===== src/rtl/mii_tx_framer_if.sv =====
// Upstream byte pacing handshake plus MII TX pins and status of mii_tx_framer.
// master = byte generator / PHY side, slave = the framer itself.
interface mii_tx_framer_if;
  logic        advance;
  logic [7:0]  data;
  logic        data_valid;
  logic        data_enable;
  logic        tx_en;
  logic [3:0]  txd;
  logic        tx_busy;
  logic        overrun;
  logic [15:0] frame_count;

  modport master (
    input  advance, tx_en, txd, tx_busy, overrun, frame_count,
    output data, data_valid, data_enable
  );

  modport slave (
    output advance, tx_en, txd, tx_busy, overrun, frame_count,
    input  data, data_valid, data_enable
  );
endinterface


===== src/rtl/mii_tx_framer.sv =====
// Byte stream to 100 Mb/s MII nibbles with preamble/SFD, CRC-32 FCS and IFG.
// Optional zero padding to MIN_FRAME bytes is compiled in with MII_TX_PAD_EN.
module mii_tx_framer #(
  parameter int unsigned IFG_BYTES = 12,
  parameter int unsigned MIN_FRAME = 60
) (
  input  logic            clk,
  input  logic            rst_n,
  mii_tx_framer_if.slave  bus
);

  typedef enum logic [2:0] {
    S_IDLE = 3'd0,
    S_PRE  = 3'd1,
    S_SFD  = 3'd2,
    S_DATA = 3'd3,
`ifdef MII_TX_PAD_EN
    S_PAD  = 3'd4,
`endif
    S_FCS  = 3'd5,
    S_IFG  = 3'd6
  } state_t;

  function automatic logic [31:0] crc32_byte(input logic [31:0] crc, input logic [7:0] b);
    logic [31:0] c;
    c = crc;
    for (int i = 0; i < 8; i++) begin
      if (c[0] ^ b[i]) c = (c >> 1) ^ 32'hEDB8_8320;
      else             c = c >> 1;
    end
    return c;
  endfunction

  state_t      state_q, state_d;
  logic        phase_q, phase_d;
  logic        advance_q, advance_d;
  logic        slot_q, slot_d;
  logic        prev_valid_q, prev_valid_d;
  logic        drop_q, drop_d;
  logic        overrun_q, overrun_d;
  logic [8:0]  dl_q [8];
  logic [8:0]  dl_d [8];
  logic [7:0]  cnt_q, cnt_d;
  logic [31:0] crc_q, crc_d;
  logic        tx_en_q, tx_en_d;
  logic [3:0]  txd_q, txd_d;
  logic [3:0]  hi_q, hi_d;
  logic [15:0] frame_count_q, frame_count_d;
`ifdef MII_TX_PAD_EN
  logic [10:0] bc_q, bc_d, bc_inc_s;
`endif

  logic        in_valid_s;
  logic        start_s;
  logic [8:0]  dl_out_s;
  logic [31:0] fcs_s;
  logic [7:0]  byte_s;
  logic        emit_s;

  // Next-state: pacing, delay line, framing FSM and nibble serialiser.
  always_comb begin
    in_valid_s    = bus.data_valid & bus.data_enable;
    start_s       = slot_q & in_valid_s & ~prev_valid_q;
    dl_out_s      = dl_q[7];
    fcs_s         = ~crc_q;
    phase_d       = ~phase_q;
    advance_d     = ~phase_q;
    slot_d        = advance_q;
    state_d       = state_q;
    prev_valid_d  = prev_valid_q;
    drop_d        = drop_q;
    overrun_d     = 1'b0;
    dl_d          = dl_q;
    cnt_d         = cnt_q;
    crc_d         = crc_q;
    tx_en_d       = tx_en_q;
    txd_d         = txd_q;
    hi_d          = hi_q;
    frame_count_d = frame_count_q;
    byte_s        = 8'h00;
    emit_s        = 1'b0;
`ifdef MII_TX_PAD_EN
    bc_d          = bc_q;
    bc_inc_s      = (bc_q == 11'd2047) ? bc_q : bc_q + 11'd1;
`endif

    if (slot_q) begin
      prev_valid_d = in_valid_s;
      if (start_s && (state_q != S_IDLE)) begin
        overrun_d = 1'b1;
        drop_d    = 1'b1;
      end else if (!in_valid_s) begin
        drop_d = 1'b0;
      end else begin
        drop_d = drop_q;
      end
      // A dropped frame must never reach the line, so its bytes enter as invalid.
      dl_d[0] = {in_valid_s & ~drop_d, bus.data};
      for (int i = 1; i < 8; i++) begin
        dl_d[i] = dl_q[i-1];
      end

      case (state_q)
        S_IDLE: begin
          if (start_s) begin
            emit_s  = 1'b1;
            byte_s  = 8'h55;
            state_d = S_PRE;
            cnt_d   = 8'd1;
            crc_d   = 32'hFFFF_FFFF;
`ifdef MII_TX_PAD_EN
            bc_d    = 11'd0;
`endif
          end else begin
            emit_s = 1'b0;
          end
        end
        S_PRE: begin
          emit_s = 1'b1;
          byte_s = 8'h55;
          if (cnt_q == 8'd6) begin
            state_d = S_SFD;
            cnt_d   = 8'd0;
          end else begin
            cnt_d = cnt_q + 8'd1;
          end
        end
        S_SFD: begin
          emit_s  = 1'b1;
          byte_s  = 8'hD5;
          state_d = S_DATA;
        end
        S_DATA: begin
          emit_s = 1'b1;
          if (dl_out_s[8]) begin
            byte_s = dl_out_s[7:0];
            crc_d  = crc32_byte(crc_q, dl_out_s[7:0]);
`ifdef MII_TX_PAD_EN
            bc_d   = bc_inc_s;
          end else if (32'(bc_q) < MIN_FRAME) begin
            byte_s  = 8'h00;
            crc_d   = crc32_byte(crc_q, 8'h00);
            bc_d    = bc_inc_s;
            cnt_d   = 8'd0;
            state_d = (32'(bc_inc_s) >= MIN_FRAME) ? S_FCS : S_PAD;
`endif
          end else begin
            // First FCS byte goes out in the slot that found the line empty.
            byte_s  = fcs_s[7:0];
            state_d = S_FCS;
            cnt_d   = 8'd1;
          end
        end
`ifdef MII_TX_PAD_EN
        S_PAD: begin
          emit_s = 1'b1;
          byte_s = 8'h00;
          crc_d  = crc32_byte(crc_q, 8'h00);
          bc_d   = bc_inc_s;
          if (32'(bc_inc_s) >= MIN_FRAME) begin
            state_d = S_FCS;
            cnt_d   = 8'd0;
          end else begin
            state_d = S_PAD;
          end
        end
`endif
        S_FCS: begin
          emit_s = 1'b1;
          byte_s = fcs_s[{cnt_q[1:0], 3'b000} +: 8];
          if (cnt_q == 8'd3) begin
            state_d = S_IFG;
            cnt_d   = 8'd0;
          end else begin
            cnt_d = cnt_q + 8'd1;
          end
        end
        S_IFG: begin
          emit_s = 1'b0;
          if (32'(cnt_q) == IFG_BYTES - 32'd1) begin
            state_d = S_IDLE;
            cnt_d   = 8'd0;
          end else begin
            cnt_d = cnt_q + 8'd1;
          end
        end
        default: begin
          state_d = S_IDLE;
          cnt_d   = 8'd0;
        end
      endcase

      tx_en_d = emit_s;
      txd_d   = byte_s[3:0];
      hi_d    = byte_s[7:4];
    end else begin
      txd_d = hi_q;
      // IFG with count 0 on a non-slot clock is exactly the last FCS nibble.
      if ((state_q == S_IFG) && (cnt_q == 8'd0)) frame_count_d = frame_count_q + 16'd1;
      else                                      frame_count_d = frame_count_q;
    end
  end

  // All state registers; asynchronous reset abandons any frame in flight.
  always_ff @(posedge clk or negedge rst_n) begin
    if (!rst_n) begin
      state_q       <= S_IDLE;
      phase_q       <= 1'b0;
      advance_q     <= 1'b0;
      slot_q        <= 1'b0;
      prev_valid_q  <= 1'b0;
      drop_q        <= 1'b0;
      overrun_q     <= 1'b0;
      dl_q          <= '{default: 9'd0};
      cnt_q         <= 8'd0;
      crc_q         <= 32'hFFFF_FFFF;
      tx_en_q       <= 1'b0;
      txd_q         <= 4'd0;
      hi_q          <= 4'd0;
      frame_count_q <= 16'd0;
`ifdef MII_TX_PAD_EN
      bc_q          <= 11'd0;
`endif
    end else begin
      state_q       <= state_d;
      phase_q       <= phase_d;
      advance_q     <= advance_d;
      slot_q        <= slot_d;
      prev_valid_q  <= prev_valid_d;
      drop_q        <= drop_d;
      overrun_q     <= overrun_d;
      dl_q          <= dl_d;
      cnt_q         <= cnt_d;
      crc_q         <= crc_d;
      tx_en_q       <= tx_en_d;
      txd_q         <= txd_d;
      hi_q          <= hi_d;
      frame_count_q <= frame_count_d;
`ifdef MII_TX_PAD_EN
      bc_q          <= bc_d;
`endif
    end
  end

  assign bus.advance     = advance_q;
  assign bus.tx_en       = tx_en_q;
  assign bus.txd         = txd_q;
  assign bus.overrun     = overrun_q;
  assign bus.frame_count = frame_count_q;
  assign bus.tx_busy     = (state_q != S_IDLE);

endmodule

===== src/flat_wrapper.sv =====
// flat-port wrapper written by rule: the top's interface ports become plain ports
module mii_tx_framer_flat 
#(
  parameter int unsigned IFG_BYTES = 12,
  parameter int unsigned MIN_FRAME = 60
)
  (clk, rst_n, bus_advance, bus_tx_en, bus_txd, bus_tx_busy, bus_overrun, bus_frame_count, bus_data, bus_data_valid, bus_data_enable);
  mii_tx_framer_if bus_i ();
  input  logic clk;
  input  logic rst_n;
  output wire logic [$bits(bus_i.advance)-1:0] bus_advance;
  output wire logic [$bits(bus_i.tx_en)-1:0] bus_tx_en;
  output wire logic [$bits(bus_i.txd)-1:0] bus_txd;
  output wire logic [$bits(bus_i.tx_busy)-1:0] bus_tx_busy;
  output wire logic [$bits(bus_i.overrun)-1:0] bus_overrun;
  output wire logic [$bits(bus_i.frame_count)-1:0] bus_frame_count;
  input wire logic [$bits(bus_i.data)-1:0] bus_data;
  input wire logic [$bits(bus_i.data_valid)-1:0] bus_data_valid;
  input wire logic [$bits(bus_i.data_enable)-1:0] bus_data_enable;
  assign bus_advance = bus_i.advance;
  assign bus_tx_en = bus_i.tx_en;
  assign bus_txd = bus_i.txd;
  assign bus_tx_busy = bus_i.tx_busy;
  assign bus_overrun = bus_i.overrun;
  assign bus_frame_count = bus_i.frame_count;
  assign bus_i.data = bus_data;
  assign bus_i.data_valid = bus_data_valid;
  assign bus_i.data_enable = bus_data_enable;
  mii_tx_framer #(.IFG_BYTES(IFG_BYTES), .MIN_FRAME(MIN_FRAME)) u_core (.clk(clk), .rst_n(rst_n), .bus(bus_i));
endmodule

===== config.mk =====
export PLATFORM = sky130hd
export DESIGN_NAME = mii_tx_framer_flat
export DESIGN_NICKNAME = d
export VERILOG_FILES = /design/src/rtl/mii_tx_framer_if.sv /design/src/rtl/mii_tx_framer.sv /design/src/flat_wrapper.sv
export SDC_FILE = /design/constraint.sdc
export NUM_CORES = 1
export LEC_CHECK = 0
export ABC_CLOCK_PERIOD_IN_PS = 3020
export BUFFER_PORTS_ARGS = -buffer_cell sky130_fd_sc_hd__buf_2
export CAP_MARGIN = 10
export CORE_UTILIZATION = 55
export DETAILED_ROUTE_END_ITERATION = 8
export PLACE_DENSITY = 0.82
export SYNTH_ARGS = -nofsm -noshare
export SYNTH_HDL_FRONTEND = slang
export SYNTH_SLANG_ARGS = --single-unit

===== constraint.sdc =====
create_clock -name clk -period 3.02 [get_ports clk]
set_clock_uncertainty 0.15 [all_clocks]
set_input_delay 0.302 -clock clk [delete_from_list [all_inputs] [get_ports clk]]
set_output_delay 0.302 -clock clk [all_outputs]
set_load 0.005 [all_outputs]

==> impl_metrics.env <==
export IMPL_status="finished, final reports clean"
export IMPL_io_pins=36
export IMPL_grt_usage=0.238
export IMPL_final_cells=796
export IMPL_postRouteAntennaNets=0
export IMPL_cts_tree="done"
export IMPL_fp_dieH_um=114
export IMPL_min_from="bus_data_valid"
export IMPL_drive_gt1_frac=0.330
export IMPL_ir_drop_v=0.000510
export IMPL_utilization=0.658
export IMPL_fin_area_sq_um=7970
export IMPL_required_ns=3.21
export IMPL_powerDensity_nw_per_um2=927
export IMPL_yosysTopAreaCell="dfrtp_1"
export IMPL_syn_area_sq_um=6900
export IMPL_synth_nets=585
export IMPL_whs_path_depth=3
export IMPL_rsz0062_at_grt="false"
export IMPL_synth_distinct_cells=52
export IMPL_min_path_type="in -> reg"
export IMPL_ys_async_sr_fraction=1.00
export IMPL_max_slew_margin_rel=0.389
export IMPL_synth_xor_area_share=0.122
export IMPL_wire_per_inst_um=17.2
export IMPL_first_pass_iters=5
export IMPL_grt_antenna_before_repair=0
export IMPL_start_util=0.570
export IMPL_clk_path_buf_depth=2
export IMPL_fp_dieW_um=114
export IMPL_cts_clk_slew_worst_paths_ns=0.06
export IMPL_final_nets=631
export IMPL_h_tree_depth=4
export IMPL_remaining_drc_errors=0
export IMPL_clock_latency_ns=0.42
export IMPL_worstSetupPathType="reg -> reg"
export IMPL_clockRootBuffer="clkbuf_16"
export IMPL_grt_max_degree=80
export IMPL_synth_avg_cell_area_sq_um=12.1
export IMPL_wirelength_mm=13.7
export IMPL_port_buffers=35
export IMPL_ys_ff_latch=145
export IMPL_cap_violations=0
export IMPL_diodes=0
export IMPL_syn_inst=569
export IMPL_crit_arrival_ns=2.77
export IMPL_area_growth_pct=15.5
export IMPL_synth_top_family_by_area="multiplexers"
export IMPL_timing_final_crit_share=0.855
export IMPL_critPathLaunch="u_core.state_q[1]$_DFFE_PN0P_"
export IMPL_ys_seq_area_frac=0.532
export IMPL_grt_pass1_vias=4743
export IMPL_final_hold_viol_count=0
export IMPL_place_congestion=0.894
export IMPL_worst_r2r_path_depth=5
export IMPL_rows=40
export IMPL_synthSimpleGateAreaFrac=0.0871
export IMPL_cts_resized=0
export IMPL_max_freq_ghz=0.387
export IMPL_grt_pass1_wl_mm=23.7
export IMPL_finalMaxSlewViolations=0
export IMPL_core_area_sq_um=12100
export IMPL_synth_top_area_share=0.410
export IMPL_synth_mux_area_frac=0.145
export IMPL_synthTopCellsByCount="dfrtp_1 (113), mux2_2 (73), xnor2_1 (48)"
export IMPL_synth_edf_count=0
export IMPL_placed_area_sq_um=7270
export IMPL_synthFlopType="dfrtp_1"
export IMPL_critPathLaunchType="flop"
export IMPL_synthTopCellsByArea="dfrtp_1 (41%), dfstp_2 (12%), mux2_2 (12%)"
export IMPL_synth_compound_area_share=0.0829
export IMPL_yosysWarnings=0
export IMPL_dpl_hpwl_mm=8.85
export IMPL_crit_fanout=17
export IMPL_vias=4553
export IMPL_setup_tns_ns=0
export IMPL_clkSinkCount=145
export IMPL_ff2ff_setup_slack_ns=0.44
export IMPL_worst_pin_slew_ns=0.916
export IMPL_fin_crit_ns=2.58
export IMPL_dp_cells=755
export IMPL_setup_violations=0
export IMPL_design_die_area_sq_um=13000
export IMPL_cts_inserted_buffers=17
export IMPL_worst_setup_path_end_kind="flop"
export IMPL_grt_overflow=0
export IMPL_synthAdderAreaFrac=0.00725
export IMPL_viasPerCell=5.72
export IMPL_timing_rr_start="u_core.state_q[1]$_DFFE_PN0P_"
export IMPL_drtIter0Drc=490
export IMPL_leakage_nw=3.35
export IMPL_synth_most_common_cell="dfrtp_1"
==> kinds of logic (layout without fill, tap and decap cells) <==
| family | after synthesis | in the layout |
|---|---|---|
| AOI/OAI and AO/OA | 91 | 91 |
| and+or+nand+nor | 123 | 123 |
| muxes | 81 | 81 |
| buffers and inverters | 37 | 96 |
| xor gates and xnor gates | 88 | 88 |
| DFF | 145 | 145 |
| adders and majority gates | 4 | 4 |
==> final cells by class <==
cell class / count / area, sq um
repair buffers: 56 / 374
multi-input cells: 387 / 3070
inverters: 8 / 30.0
clock buffers: 22 / 484
flip-flops and latches: 145 / 3670
well taps: 168 / 210
clock inverters: 10 / 124
fillers: 865 / 4150
==> flip-flops by register name, summed over array words and instances, names as in the netlist, 3 cells and up <==
name and count:
u_core.hi_q 4, u_core.dl_q 63, u_core.bus.txd 4, u_core.bus.frame_count 16, u_core.cnt_q 8, u_core.state_q 3
u_core.crc_q 32, u_core.dl_out_s 9
==> metrics by stage <==
step	power [W]	setup slack, ns	hold WS [ns]
2_1_floorplan	0.00468	0.674	-0.144
3_3_place_gp	0.00514	0.712	0.148
3_5_place_dp	0.00523	0.549	0.159
4_1_cts	0.00741	0.473	0.00366
5_1_grt	0.00777	0.273	0.0253
6_report	0.00738	0.438	0.0170
==> worst paths after layout <==
kind	end
hold reg to reg	u_core.slot_q$_DFF_PN0_
min in group asynchronous	u_core.dl_q[20]$_DFFE_PN0P_
setup / recovery	u_core.bus.frame_count[14]$_DFFE_PN0P_
setup reg to reg	u_core.bus.frame_count[14]$_DFFE_PN0P_
hold / removal	u_core.prev_valid_q$_DFFE_PN0P_
max in group asynchronous	u_core.dl_q[30]$_DFFE_PN0P_
==> layer usage <==
layer,wire (um),vias to the layer above,global-route usage
met5,0,-,0
met2,6960,148,0.398
met4,354,0,0.112
met3,630,28,0.0526
met1,5780,2288,0.296
li1,-,2089,-
==> placed cells by master (no fill, tap or decap), types with 6 or more instances in the layout <==
master / instances
a21oi_1: 33
o21ai_0: 18
nand2b_1: 6
dlygate4sd3_1: 9
nor3_1: 7
and3_1: 6
nand3_1: 9
xnor2_2: 6
o22a_1: 7
inv_1: 8
dfrtp_1: 112
xor2_1: 32
clkbuf_16: 17
mux4_2: 8
nand2_1: 28
dfstp_2: 32
xnor2_1: 48
a22o_1: 6
nor2_1: 46
mux2_2: 73
buf_4: 11
buf_2: 34
==> worst max-delay path, stage by stage, from the launching register on <==
cell	delay, ns
dfrtp_1	0.66
nand4bb_1	0.27
nor3_1	0.44
nand4_1	0.32
nor4_1	0.45
xor2_1	0.20
==> timing repair <==
item,4_1_cts,5_1_grt
hold buffers,9,0
hold endpoints to repair,47,0
endpoints found under the setup margin,0,0
setup buffers,0,0
==> power breakdown <==
| group | total (W) | switching (W) | leakage [nW] | internal [W] |
|---|---|---|---|---|
| Sequential | 0.00276 | 0.000375 | 1.73 | 0.00238 |
| Clock | 0.00211 | 0.000800 | 0.294 | 0.00131 |
| Combinational | 0.00251 | 0.00131 | 1.32 | 0.00120 |
(Power assumes the default switching activity.)
